===== src/rtl/fpga_rst_seq_if.sv =====
// Board-side signal bundle for the FPGA reset sequencer.
//   slave  modport : sequencer side (takes the raw requests/status, drives the resets)
//   master modport : board/testbench side
// Members:
//   btn_rst_i     raw reset button, active-high, asynchronous
//   vio_rst_i     VIO reset request, active-high, synchronous to clk_i
//   mmcm_locked_i clock wizard locked, asynchronous
//   calib_done_i  DRAM calibration complete, asynchronous
//   boot_mode_i   boot mode selection
//   ddr_rst_o     active-high DRAM controller reset
//   soc_rst_no    active-low SoC reset
//   boot_mode_o   boot mode latched at SoC reset release
//   calib_err_o   calibration timed out
//   state_o       current FSM state encoding (debug)
interface fpga_rst_seq_if;
  logic       btn_rst_i;
  logic       vio_rst_i;
  logic       mmcm_locked_i;
  logic       calib_done_i;
  logic [1:0] boot_mode_i;
  logic       ddr_rst_o;
  logic       soc_rst_no;
  logic [1:0] boot_mode_o;
  logic       calib_err_o;
  logic [2:0] state_o;

  modport slave (
    input  btn_rst_i, vio_rst_i, mmcm_locked_i, calib_done_i, boot_mode_i,
    output ddr_rst_o, soc_rst_no, boot_mode_o, calib_err_o, state_o
  );

  modport master (
    output btn_rst_i, vio_rst_i, mmcm_locked_i, calib_done_i, boot_mode_i,
    input  ddr_rst_o, soc_rst_no, boot_mode_o, calib_err_o, state_o
  );
endinterface


===== src/rtl/fpga_rst_seq.sv =====
// FPGA reset sequencer: releases the DRAM controller once the clock wizard is
// locked, waits for DRAM calibration (with timeout), holds the SoC in reset for
// a few more cycles, then releases it. Button/VIO requests restart the sequence.
// Ports:
//   clk_i   single clock (soc_clk domain)
//   rst_ni  synchronous active-low reset
//   bus     fpga_rst_seq_if.slave (requests, status, resets, boot mode, debug)
module fpga_rst_seq #(
  parameter int unsigned DebounceCycles = 50000,
  parameter int unsigned HoldCycles     = 16,
  parameter int unsigned CalibTimeout   = 50_000_000
) (
  input  logic          clk_i,
  input  logic          rst_ni,
  fpga_rst_seq_if.slave bus
);

  localparam logic [2:0] ST_RST        = 3'd0;
  localparam logic [2:0] ST_WAIT_LOCK  = 3'd1;
  localparam logic [2:0] ST_WAIT_CALIB = 3'd2;
  localparam logic [2:0] ST_HOLD       = 3'd3;
  localparam logic [2:0] ST_RUN        = 3'd4;
  localparam logic [2:0] ST_FAIL       = 3'd5;

  // Terminal counts; zero-cycle debounce/hold degenerate to one cycle.
  localparam logic [31:0] DbLast    = (DebounceCycles == 0) ? 32'd0 : 32'(DebounceCycles - 1);
  localparam logic [31:0] HoldLast  = (HoldCycles == 0)     ? 32'd0 : 32'(HoldCycles - 1);
  localparam logic [31:0] CalibLast = (CalibTimeout == 0)   ? 32'd0 : 32'(CalibTimeout - 1);
  localparam logic        CalibEn   = (CalibTimeout != 0);

  // Synchronizer bit order: {btn, locked, calib}
  logic [2:0]  r_sync_s1;
  logic [2:0]  r_sync_s2;
  logic        r_db_level;
  logic [31:0] r_db_cnt;
  logic [2:0]  r_state;
  logic [31:0] r_cnt;
  logic        r_ddr_rst;
  logic        r_soc_rst_n;
  logic [1:0]  r_boot_mode;
  logic        r_calib_err;

  logic        w_btn;
  logic        w_locked;
  logic        w_calib;
  logic        w_rreq;
  logic        w_needs_lock;
  logic [2:0]  w_next;

  assign w_btn    = r_sync_s2[2];
  assign w_locked = r_sync_s2[1];
  assign w_calib  = r_sync_s2[0];
  assign w_rreq   = r_db_level | bus.vio_rst_i;

  assign w_needs_lock = (r_state == ST_WAIT_CALIB) || (r_state == ST_HOLD) ||
                        (r_state == ST_RUN)        || (r_state == ST_FAIL);

  // Priority: reset request, then lock loss, then per-state progress.
  always_comb begin
    w_next = r_state;
    if ((r_state != ST_RST) && w_rreq) begin
      w_next = ST_RST;
    end else if (w_needs_lock && !w_locked) begin
      w_next = ST_WAIT_LOCK;
    end else begin
      case (r_state)
        ST_RST:       w_next = ST_WAIT_LOCK;
        ST_WAIT_LOCK: if (w_locked) w_next = ST_WAIT_CALIB;
        ST_WAIT_CALIB: begin
          if (w_calib)                             w_next = ST_HOLD;
          else if (CalibEn && (r_cnt == CalibLast)) w_next = ST_FAIL;
        end
        ST_HOLD: begin
          if (!w_calib)                w_next = ST_WAIT_CALIB;
          else if (r_cnt == HoldLast)  w_next = ST_RUN;
        end
        ST_RUN:       if (!w_calib) w_next = ST_WAIT_CALIB;
        ST_FAIL:      w_next = ST_FAIL;
        default:      w_next = ST_RST;
      endcase
    end
  end

  always_ff @(posedge clk_i) begin
    if (!rst_ni) begin
      r_sync_s1   <= '0;
      r_sync_s2   <= '0;
      r_db_level  <= 1'b0;
      r_db_cnt    <= '0;
      r_state     <= ST_RST;
      r_cnt       <= '0;
      r_ddr_rst   <= 1'b1;
      r_soc_rst_n <= 1'b0;
      r_boot_mode <= 2'b00;
      r_calib_err <= 1'b0;
    end else begin
      r_sync_s1 <= {bus.btn_rst_i, bus.mmcm_locked_i, bus.calib_done_i};
      r_sync_s2 <= r_sync_s1;

      // Accept a new button level only after DebounceCycles consecutive differing samples.
      if (w_btn != r_db_level) begin
        if (r_db_cnt == DbLast) begin
          r_db_level <= w_btn;
          r_db_cnt   <= '0;
        end else begin
          r_db_cnt <= r_db_cnt + 32'd1;
        end
      end else begin
        r_db_cnt <= '0;
      end

      r_state <= w_next;
      if (w_next != r_state)  r_cnt <= '0;
      else if (r_cnt != '1)   r_cnt <= r_cnt + 32'd1;

      // ddr/err follow the state they are registered with; soc release lags
      // entry into RUN by one cycle but drops together with leaving RUN.
      r_ddr_rst   <= (w_next == ST_RST) || (w_next == ST_WAIT_LOCK);
      r_soc_rst_n <= (r_state == ST_RUN) && (w_next == ST_RUN);
      r_calib_err <= (w_next == ST_FAIL);
      if ((r_state == ST_HOLD) && (w_next == ST_RUN)) r_boot_mode <= bus.boot_mode_i;
    end
  end

  assign bus.ddr_rst_o   = r_ddr_rst;
  assign bus.soc_rst_no  = r_soc_rst_n;
  assign bus.boot_mode_o = r_boot_mode;
  assign bus.calib_err_o = r_calib_err;
  assign bus.state_o     = r_state;

endmodule

===== src/flat_wrapper.sv =====
// flat-port wrapper written by rule: the top's interface ports become plain ports
module fpga_rst_seq_flat 
#(
  parameter int unsigned DebounceCycles = 50000,
  parameter int unsigned HoldCycles     = 16,
  parameter int unsigned CalibTimeout   = 50_000_000
)
  (clk_i, rst_ni, bus_btn_rst_i, bus_vio_rst_i, bus_mmcm_locked_i, bus_calib_done_i, bus_boot_mode_i, bus_ddr_rst_o, bus_soc_rst_no, bus_boot_mode_o, bus_calib_err_o, bus_state_o);
  fpga_rst_seq_if bus_i ();
  input  logic clk_i;
  input  logic rst_ni;
  input wire logic [$bits(bus_i.btn_rst_i)-1:0] bus_btn_rst_i;
  input wire logic [$bits(bus_i.vio_rst_i)-1:0] bus_vio_rst_i;
  input wire logic [$bits(bus_i.mmcm_locked_i)-1:0] bus_mmcm_locked_i;
  input wire logic [$bits(bus_i.calib_done_i)-1:0] bus_calib_done_i;
  input wire logic [$bits(bus_i.boot_mode_i)-1:0] bus_boot_mode_i;
  output wire logic [$bits(bus_i.ddr_rst_o)-1:0] bus_ddr_rst_o;
  output wire logic [$bits(bus_i.soc_rst_no)-1:0] bus_soc_rst_no;
  output wire logic [$bits(bus_i.boot_mode_o)-1:0] bus_boot_mode_o;
  output wire logic [$bits(bus_i.calib_err_o)-1:0] bus_calib_err_o;
  output wire logic [$bits(bus_i.state_o)-1:0] bus_state_o;
  assign bus_i.btn_rst_i = bus_btn_rst_i;
  assign bus_i.vio_rst_i = bus_vio_rst_i;
  assign bus_i.mmcm_locked_i = bus_mmcm_locked_i;
  assign bus_i.calib_done_i = bus_calib_done_i;
  assign bus_i.boot_mode_i = bus_boot_mode_i;
  assign bus_ddr_rst_o = bus_i.ddr_rst_o;
  assign bus_soc_rst_no = bus_i.soc_rst_no;
  assign bus_boot_mode_o = bus_i.boot_mode_o;
  assign bus_calib_err_o = bus_i.calib_err_o;
  assign bus_state_o = bus_i.state_o;
  fpga_rst_seq #(.DebounceCycles(DebounceCycles), .HoldCycles(HoldCycles), .CalibTimeout(CalibTimeout)) u_core (.clk_i(clk_i), .rst_ni(rst_ni), .bus(bus_i));
endmodule

===== config.mk =====
export PLATFORM = sky130hd
export DESIGN_NAME = fpga_rst_seq_flat
export DESIGN_NICKNAME = d
export VERILOG_FILES = /design/src/rtl/fpga_rst_seq_if.sv /design/src/rtl/fpga_rst_seq.sv /design/src/flat_wrapper.sv
export SDC_FILE = /design/constraint.sdc
export NUM_CORES = 1
export LEC_CHECK = 0
export CAP_MARGIN = 20
export CORE_AREA = 2 2 83 85
export CTS_CLUSTER_DIAMETER = 50
export DETAILED_ROUTE_END_ITERATION = 7
export DIE_AREA = 0 0 85 87
export GPL_TIMING_DRIVEN = 0
export PLACE_DENSITY = 0.77
export SETUP_SLACK_MARGIN = 0.05
export SLEW_MARGIN = 20
export SYNTH_ARGS = -nofsm -noshare
export SYNTH_HDL_FRONTEND = slang
export SYNTH_SLANG_ARGS = --single-unit

===== constraint.sdc =====
create_clock -name clk_i -period 2.65 [get_ports clk_i]
set_input_delay 0.53 -clock clk_i [delete_from_list [all_inputs] [get_ports clk_i]]
set_output_delay 0.53 -clock clk_i [all_outputs]
set_load 0.02 [all_outputs]

---- Yosys cells after proc, flatten, opt, wreduce, memory -nomap -nowiden ----
Cells that the tools add are included.
storage, ports and cells
  flip-flop bits (word level) ............. 79
  bits of input ports ..................... 8
  output and inout port bits .............. 8
cells by class
  reduce and logical (&&, ||, !) cells .... 15
  bitwise gates (word level) .............. 3
  equality and inequality tests ........... 14
  $add $sub $neg .......................... 2
  multiplexer cells ....................... 9
operator list
  operator               count
  $add 32x1->32 const B  2
  $eq 32x16->1 const B   1
  $eq 32x26->1 const B   1
  $eq 32x4->1 const B    1
  $ne 32x32->1 const B   1
  $mux 3                 8
  $pmux 3 s6             1
  $eq 3x3->1 const B     4
  $eq 3x1->1 const B     2
  $eq 3x2->1 const B     2
  $logic_not 3->1        2
  $logic_and 1x1->1      4
  $logic_or 1x1->1       4
  $ne 3x3->1             1
  $reduce_bool 3->1      1
  $reduce_or 3->1        1
  $not 1->1              2
  $reduce_and 2->1       1
  $reduce_or 2->1        1
  $logic_not 1->1        1
  $ne 1x1->1             1
  $or 1x1->1             1

---- Logic depth before layout (Yosys ltp) ----
Gate-level depths: netlist (run 1).
  depth after elaboration ................. 9
  depth in mapped cells ................... 9
  gate-level depth less buffers ........... 8

---- Worst setup path after synthesis (run 1) ----
OpenSTA, ideal clock, no wires.
  path type ............................... reg-to-reg
  start point ............................. register u_core.r_cnt[4]
  end point ............................... register u_core.r_cnt[0]
  required time ........................... 2.512 ns
  path slack .............................. 0.423 ns
  stages on the path, launching flop included .. 10
  period minus slack after synthesis ...... 2.227 ns
  path buffers ............................ 2
  arrival ................................. 2.089 ns
  setup time .............................. 0.138 ns
  cell sequence ........................... dfxtp_1 > buf_2 > nand3_2 > or4_4 > or3_1 > o21ai_2 > a311oi_4 > xnor2_4 > buf_6 > nor3_2
between the ends
  longest elaborated chain between the ends .. 8
  elaborated cells between the ends (all ways) .. 12
ends and longest elaborated chain
  element                                      RTL line                                source
  start, declared                              fpga_rst_seq.sv:37                      logic [31:0] r_cnt;
  start signal, assigned                       fpga_rst_seq.sv:114                     else if (r_cnt != '1) r_cnt <= r_cnt + 32'd1;
  $eq 32x4->1 or $eq 32x26->1 (tied branches)  fpga_rst_seq.sv:75, fpga_rst_seq.sv:71
  $mux 3 (on tied branches)                    fpga_rst_seq.sv:75, fpga_rst_seq.sv:71
  $mux 3 (on tied branches)                    fpga_rst_seq.sv:74, fpga_rst_seq.sv:70
  $pmux 3 s6                                   fpga_rst_seq.sv:66                      case (r_state)
  $mux 3                                       fpga_rst_seq.sv:63                      end else if (w_needs_lock && !w_locked) begin
  $mux 3                                       fpga_rst_seq.sv:61                      if ((r_state != ST_RST) && w_rreq) begin
  $ne 3x3->1                                   fpga_rst_seq.sv:113                     if (w_next != r_state) r_cnt <= '0;
  $reduce_or 2->1 (no line)                    -
Several ways; a longest one is shown, not always the timed one.
A chain may end at the register's enable or synchronous reset.

---- Worst setup path in the final report (run 1) ----
  start point ............................. register u_core.r_cnt[5]
  end point ............................... register u_core.r_cnt[8]
Same word-level chain as after synthesis.

==> results of run 1 <==
cell usage in the layout, fill, tap and decap left out, drive strengths merged, types with 2 or more instances in the layout:
| cell | n |
|---|---|
| dfxtp | 79 |
| nor2 | 67 |
| nor3 | 40 |
| nand2 | 34 |
| xnor2 | 31 |
| xor2 | 23 |
| nand3 | 21 |
| clkbuf | 20 |
| nand4 | 18 |
| clkdlybuf4s50 | 15 |
| nor4 | 12 |
| a21oi | 11 |
| o21ai | 11 |
| inv | 9 |
| and3 | 7 |
| nor2b | 7 |
| and2 | 7 |
| or3 | 6 |
| buf | 6 |
| and4 | 5 |
| or2 | 4 |
| mux2i | 4 |
| or4 | 4 |
| nand2b | 3 |
| clkinv | 3 |
| nor4b | 2 |
| a21boi | 2 |
| o311a | 2 |
| ha | 2 |
| clkinvlp | 2 |
cells by family after synthesis:
logic type	after synthesis	share of synthesized area [%]
simple gates	238	33.3
flops	79	42.1
xor+xnor	54	13.1
compound gates	35	6.37
buf+inv	24	3.10
mux	4	1.07
fa+ha+maj	3	0.934
power by group through the flow:
stage                     Sequential (mW)  Clock (mW)  Combinational [mW]
after floorplan                      1.23           0              0.0930
after global placement               1.23           0               0.134
after detailed placement             1.23           0               0.136
after CTS                            1.20       0.812               0.136
after global routing                 1.21       0.859               0.146
final                                1.20       0.792               0.136
state kept, by name, summed over array words and instances (netlist names):
signal                  count
u_core.r_sync_s1            3
u_core.r_db_level           1
u_core.bus.state_o          3
u_core.r_db_cnt            32
u_core.bus.boot_mode_o      2
u_core.r_cnt               32
u_core.bus.soc_rst_no       1
u_core.bus.ddr_rst_o        1
u_core.bus.calib_err_o      1
u_core.r_sync_s2            3
final timing paths:
kind	to	slack, ns
setup reg to reg	u_core.r_cnt[8]$_SDFFE_PP0P_	0.20
hold / removal	u_core.r_sync_s2[2]$_SDFF_PN0_	0.44
setup / recovery	u_core.r_cnt[8]$_SDFFE_PP0P_	0.20
hold reg to reg	u_core.r_sync_s2[2]$_SDFF_PN0_	0.44
metrics by stage:
step                      util (%)  std cells
after CTS                     63.6        548
after global routing          63.7        548
after global placement        60.9        532
after floorplan                  -        437
final                         63.7        548
after detailed placement      60.9        532
area by class of cell:
cell class | count | area [um^2]
plain buffers | 15 | 86.3
clock inverters | 5 | 33.8
multi-input cells | 334 | 2060
repair buffers | 15 | 150
fillers | 579 | 2380
well taps | 80 | 100
inverters | 9 | 33.8
flip-flops and latches | 79 | 1580
clock buffers | 11 | 141
routing by layer:
layer / track usage, % / vias to the layer above / part of all wire [%] / routed length [um]
li1: - / 1583 / - / -
met1: 24.8 / 1441 / 44 / 3290
met2: 36.7 / 70 / 49 / 3690
met3: 6.16 / 19 / 4.2 / 316
met4: 10.1 / 0 / 2.3 / 170
met5: 0 / - / 0 / 0
critical path, cell delays in order (launching register included):
cell and delay (ns):
dfxtp_1 0.45, nand3_2 0.15, or4_4 0.58, or3_1 0.34, o21ai_2 0.16, a311oi_4 0.09
xnor2_4 0.27, buf_6 0.21, nor3_2 0.07
Yosys cell counts, types with 2 or more instances:
| cell type | instances |
|---|---|
| nor3_1 | 30 |
| nor4b_1 | 2 |
| a21boi_0 | 2 |
| nor3_2 | 10 |
| o311a_1 | 2 |
| or3_1 | 6 |
| or2_2 | 4 |
| clkbuf_1 | 9 |
| and4_1 | 5 |
| nor4_1 | 12 |
| and2_1 | 7 |
| o21ai_0 | 10 |
| buf_2 | 3 |
| or4_1 | 3 |
| nor2_1 | 67 |
| xnor2_1 | 30 |
| nand3_1 | 20 |
| nand2_1 | 34 |
| nand4_1 | 17 |
| a21oi_1 | 11 |
| dfxtp_1 | 79 |
| and3_1 | 7 |
| buf_6 | 3 |
| inv_1 | 9 |
| nor2b_1 | 7 |
| xor2_1 | 23 |
| ha_1 | 2 |
| nand2b_1 | 3 |
| mux2i_1 | 4 |
timing repair:
action,4_1_cts,5_1_grt
resized for setup,1,5
hold endpoints to repair,0,0
cloned,0,0
setup buffers,0,0
pin swaps,0,2
endpoints found under the setup margin,10,33
==> impl_metrics.py, run 1 <==
metrics = {
    "outcome": {
        "status": "completed",
    },
    "yosys": {
        "synth_top_area_share_pct": 42.1,
        "ys_ff_latch": 79,
        "ys.flop_type": "dfxtp_1",
        "synth-async-reset-ratio_pct": 0,
        "syn-num-nets": 447,
        "syn_inst": 437,
        "synth_top_area_cell": "dfxtp_1",
        "synth_area_leaders": "dfxtp_1 42%, xnor2_1 7.0%, nor2_1 6.7%",
        "synth_edf_count": 0,
        "syn_area_per_cell_um2": 8.59,
        "syn_area_mm2": 0.00375,
        "synth.distinct_cells": 45,
        "yosysSeqAreaShare_pct": 42.1,
        "ys_warn_count": 0,
    },
    "cts": {
        "cts_root_buf": "clkbuf_8",
        "ctsHtreeMaxLevel": 3,
        "cts-hold-fix-buffers": 0,
        "numCtsBuffers": 9,
        "clkSinkCount": 79,
        "clock_path_buffers": 2,
        "clock_latency_ns": 0.36,
        "cts_tree": "yes",
        "clk_pin_slew_ns": 0.08,
    },
    "sta": {
        "setup_tns_ns": 0,
        "final.setup.worst_slack_ns": 0.200,
        "drv_slew": 0,
        "timing.final.crit_share_pct": 92.4,
        "rsz0062_at_grt": "yes",
        "fmax_mhz": 408,
        "fin_crit_ns": 2.45,
        "worst_pin_slew_ns": 0.496,
        "fin_hold_ws_ns": 0.438,
        "skew_ns": 0.00958,
        "slew_headroom_pct": 66.7,
        "finalSetupViolations": 0,
        "hold_violations": 0,
    },
    "run": {
        "drv_cap": 0,
    },
    "power": {
        "clock_power_share_pct": 37.1,
        "p_leak_nw": 1.30,
        "power_mw": 2.13,
        "swShare_pct": 24.3,
        "seqPwrFrac_pct": 56.5,
        "p_switching_mw": 0.518,
        "cell_internal_pwr_mw": 1.61,
        "combinationalPowerShare_pct": 6.4,
        "max-vdd-ir-drop_uv": 311,
        "powerDensity_mw_per_mm2": 510,
    },
    "floorplanning": {
        "io_pins": 16,
        "rows": 30,
        "coreArea_mm2": 0.00657,
        "die_w_um": 85,
        "initial_core_util_pct": 57.1,
        "die-height_um": 87,
        "die_area_mm2": 0.00740,
    },
    "place": {
        "dp_hpwl_um": 5320,
        "placedInstanceArea_mm2": 0.00400,
        "gp_congestion": 0.916,
        "port_buffers": 15,
        "place_ws_ns": -0.144,
    },
    "critical_path": {
        "crit_fanout": 10,
        "worstPathArrival_ns": 2.68,
        "required_ns": 2.88,
        "worst_setup_path_start_kind": "flip-flop",
        "r2r.worst_path.cells": 8,
        "crit_type": "flip-flop to flip-flop",
        "cp-startpoint": "u_core.r_cnt[5]$_SDFFE_PP0P_",
        "end_kind": "flip-flop",
        "rr_startpoint": "u_core.r_cnt[5]$_SDFFE_PP0P_",
    },
    "global_route": {
        "grt_pass1_wl_um": 12700,
        "grt_pass1_vias": 2974,
        "antenna_found_initial": 0,
        "grt_max_degree": 14,
        "globalRouteOverflowTotal": 0,
        "grt_usage_pct": 21.5,
    },
    "detailed_routing": {
        "vias": 3113,
        "vias_per_cell": 5.68,
        "wirelength_um": 7470,
        "antenna_left": 0,
        "drc_errors": 0,
        "drtIter0Drc": 113,
        "wire_per_inst_um": 13.6,
        "drt-pass1-iter-count": 4,
    },
    "finish": {
        "fin_area_mm2": 0.00418,
        "drive_gt1_share_pct": 9.83,
        "syn2layout_area_growth_pct": 11.5,
        "n_antenna_cell": 0,
        "fin_nets": 473,
    },
    "hold_path": {
        "hold_start": "u_core.r_sync_s1[2]$_SDFF_PN0_",
        "hold_depth": 1,
        "hold_class": "flip-flop to flip-flop",
    },
}
Note: power is estimated with default switching activity, not from simulation.
==> run 2, diff against run 1 <==
PLACE_DENSITY = 0.73   (was 0.77)
==> run 2 against run 1 <==
Combinational power hardly changed. Core utilization increased by 0.095 points. Die area unchanged. Sequential share of layout area shrank 0.056 points. Setup slack better by 0.034 ns. Critical endpoint is now u_core.r_cnt[7]$_SDFFE_PP0P_.
==> impl_metrics.py, run 2 (synthesized netlist as in run 1, its figures left out) <==
metrics = {
    "floorplanning": {
        "die_area_mm2": 0.00740,
        "coreArea_mm2": 0.00657,
        "die-height_um": 87,
        "die_w_um": 85,
        "io_pins": 16,
        "initial_core_util_pct": 57.1,
        "rows": 30,
    },
    "cts": {
        "cts_tree": "yes",
        "clkSinkCount": 79,
        "ctsHtreeMaxLevel": 3,
        "numCtsBuffers": 9,
        "clk_pin_slew_ns": 0.09,
        "cts_root_buf": "clkbuf_8",
        "clock_latency_ns": 0.36,
        "clock_path_buffers": 2,
        "post-cts-setup-buffers": 0,
    },
    "sta": {
        "skew_ns": 0.0101,
        "fin_hold_ws_ns": 0.446,
        "drv_slew": 0,
        "worst_pin_slew_ns": 0.504,
        "finalSetupViolations": 0,
        "slew_headroom_pct": 66.4,
        "hold_violations": 0,
        "timing.final.crit_share_pct": 91.1,
        "rsz0062_at_grt": "no",
        "fin_crit_ns": 2.42,
        "fmax_mhz": 414,
    },
    "critical_path": {
        "cp-startpoint": "u_core.r_cnt[4]$_SDFFE_PP0P_",
        "required_ns": 2.89,
        "worst_setup_path_start_kind": "flip-flop",
        "worstPathArrival_ns": 2.66,
        "crit_type": "flip-flop to flip-flop",
        "crit_fanout": 10,
        "rr_startpoint": "u_core.r_cnt[4]$_SDFFE_PP0P_",
        "end_kind": "flip-flop",
    },
    "power": {
        "power_mw": 2.17,
        "p_leak_nw": 1.30,
        "max-vdd-ir-drop_uv": 424,
        "powerDensity_mw_per_mm2": 517,
    },
    "finish": {
        "reg_top3": "u_core.r_cnt (32), u_core.r_db_cnt (32)",
        "syn2layout_area_growth_pct": 11.7,
        "drive_gt1_share_pct": 10.0,
        "layout.cells.non_filler": 548,
        "fin_area_mm2": 0.00419,
        "n_antenna_cell": 0,
        "layout_common_cells": "79 x dfxtp_1, 66 x nor2_1, 34 x nand2_1",
        "final_common_cell": "dfxtp_1",
        "fin_nets": 473,
    },
    "detailed_routing": {
        "drt-pass1-iter-count": 4,
        "drc_errors": 0,
        "antenna_left": 0,
        "vias": 3067,
        "wirelength_um": 7260,
        "drtIter0Drc": 108,
        "vias_per_cell": 5.60,
        "wire_per_inst_um": 13.2,
    },
    "global_route": {
        "antenna_found_initial": 0,
        "globalRouteOverflowTotal": 0,
        "grt_max_degree": 16,
        "grt_pass1_vias": 2822,
        "grt_pass1_wl_um": 12500,
        "grt_usage_pct": 21.1,
    },
    "place": {
        "dp_hpwl_um": 5110,
        "placedInstanceArea_mm2": 0.00400,
        "port_buffers": 15,
        "gp_congestion": 0.833,
        "dp_cells": 532,
    },
    "run": {
        "drv_cap": 0,
    },
    "outcome": {
        "status": "completed",
    },
    "hold_path": {
        "hold_start": "u_core.r_sync_s1[0]$_SDFF_PN0_",
        "hold_class": "flip-flop to flip-flop",
    },
}
[run 2: cell types whose count changed in the layout (fill, tap and decap cells not counted), sizes merged]
cell      delta
clkbuf       -2
clkinvlp     +1
clkinv       -1
inv          +2
[run 2: worst max-delay path, cell delays in order (launching register included)]
cell      delay, ns
dfxtp_1        0.31
buf_2          0.17
nand3_2        0.11
or4_4          0.57
or3_1          0.33
o21ai_2        0.16
a311oi_4       0.09
xnor2_4        0.27
buf_6          0.21
nor3_2         0.06
[run 2: path summary, 6_finish.rpt]
kind | to | slack [ns] | cells past startpoint
worst max register to register | u_core.r_cnt[7]$_SDFFE_PP0P_ | 0.23 | 9
worst max-delay path | u_core.r_cnt[7]$_SDFFE_PP0P_ | 0.23 | 9
worst min-delay path | u_core.r_sync_s2[0]$_SDFF_PN0_ | 0.45 | 1
worst min register to register | u_core.r_sync_s2[0]$_SDFF_PN0_ | 0.45 | 1
[run 2: timing repair]
| item | CTS | global route |
|---|---|---|
| endpoints found under the setup margin | 10 | 23 |
| resized for setup | 1 | 5 |
| hold buffers | 0 | 0 |
[run 2: metal layers]
metal / routed length, um / vias to the layer above / global-route usage [%] / share of wire, %
met5: 0 / - / 0 / 0
met4: 63 / 0 / 7.94 / 0.87
met3: 303 / 6 / 6.54 / 4.2
met2: 3520 / 55 / 33.5 / 49
met1: 3370 / 1434 / 26.9 / 46
li1: - / 1572 / - / -
[run 2: cell type report]
class / count / area [um^2]
buffer: 15 / 86.3
clock buffer: 9 / 124
clock inverter: 7 / 57.6
timing repair buffer: 15 / 150
fill: 551 / 2380
multi-input combinational: 334 / 2060
tap: 80 / 100
inverter: 9 / 33.8
sequential: 79 / 1580
[run 2: stage by stage]
step                      worst slack (ns)  setup TNS, ns  util (%)
after global placement              -0.191          -1.87      60.9
after floorplan                      0.423              0         -
after CTS                            0.167              0      63.7
after global routing                0.0601              0      63.8
final                                0.235              0      63.8
after detailed placement            -0.202          -2.31      60.9
[run 2: power breakdown]
part | internal (mW) | total (mW) | switching, mW
registers | 1.20 | 1.20 | 0.00885
clock network | 0.349 | 0.824 | 0.475
logic | 0.0544 | 0.137 | 0.0822
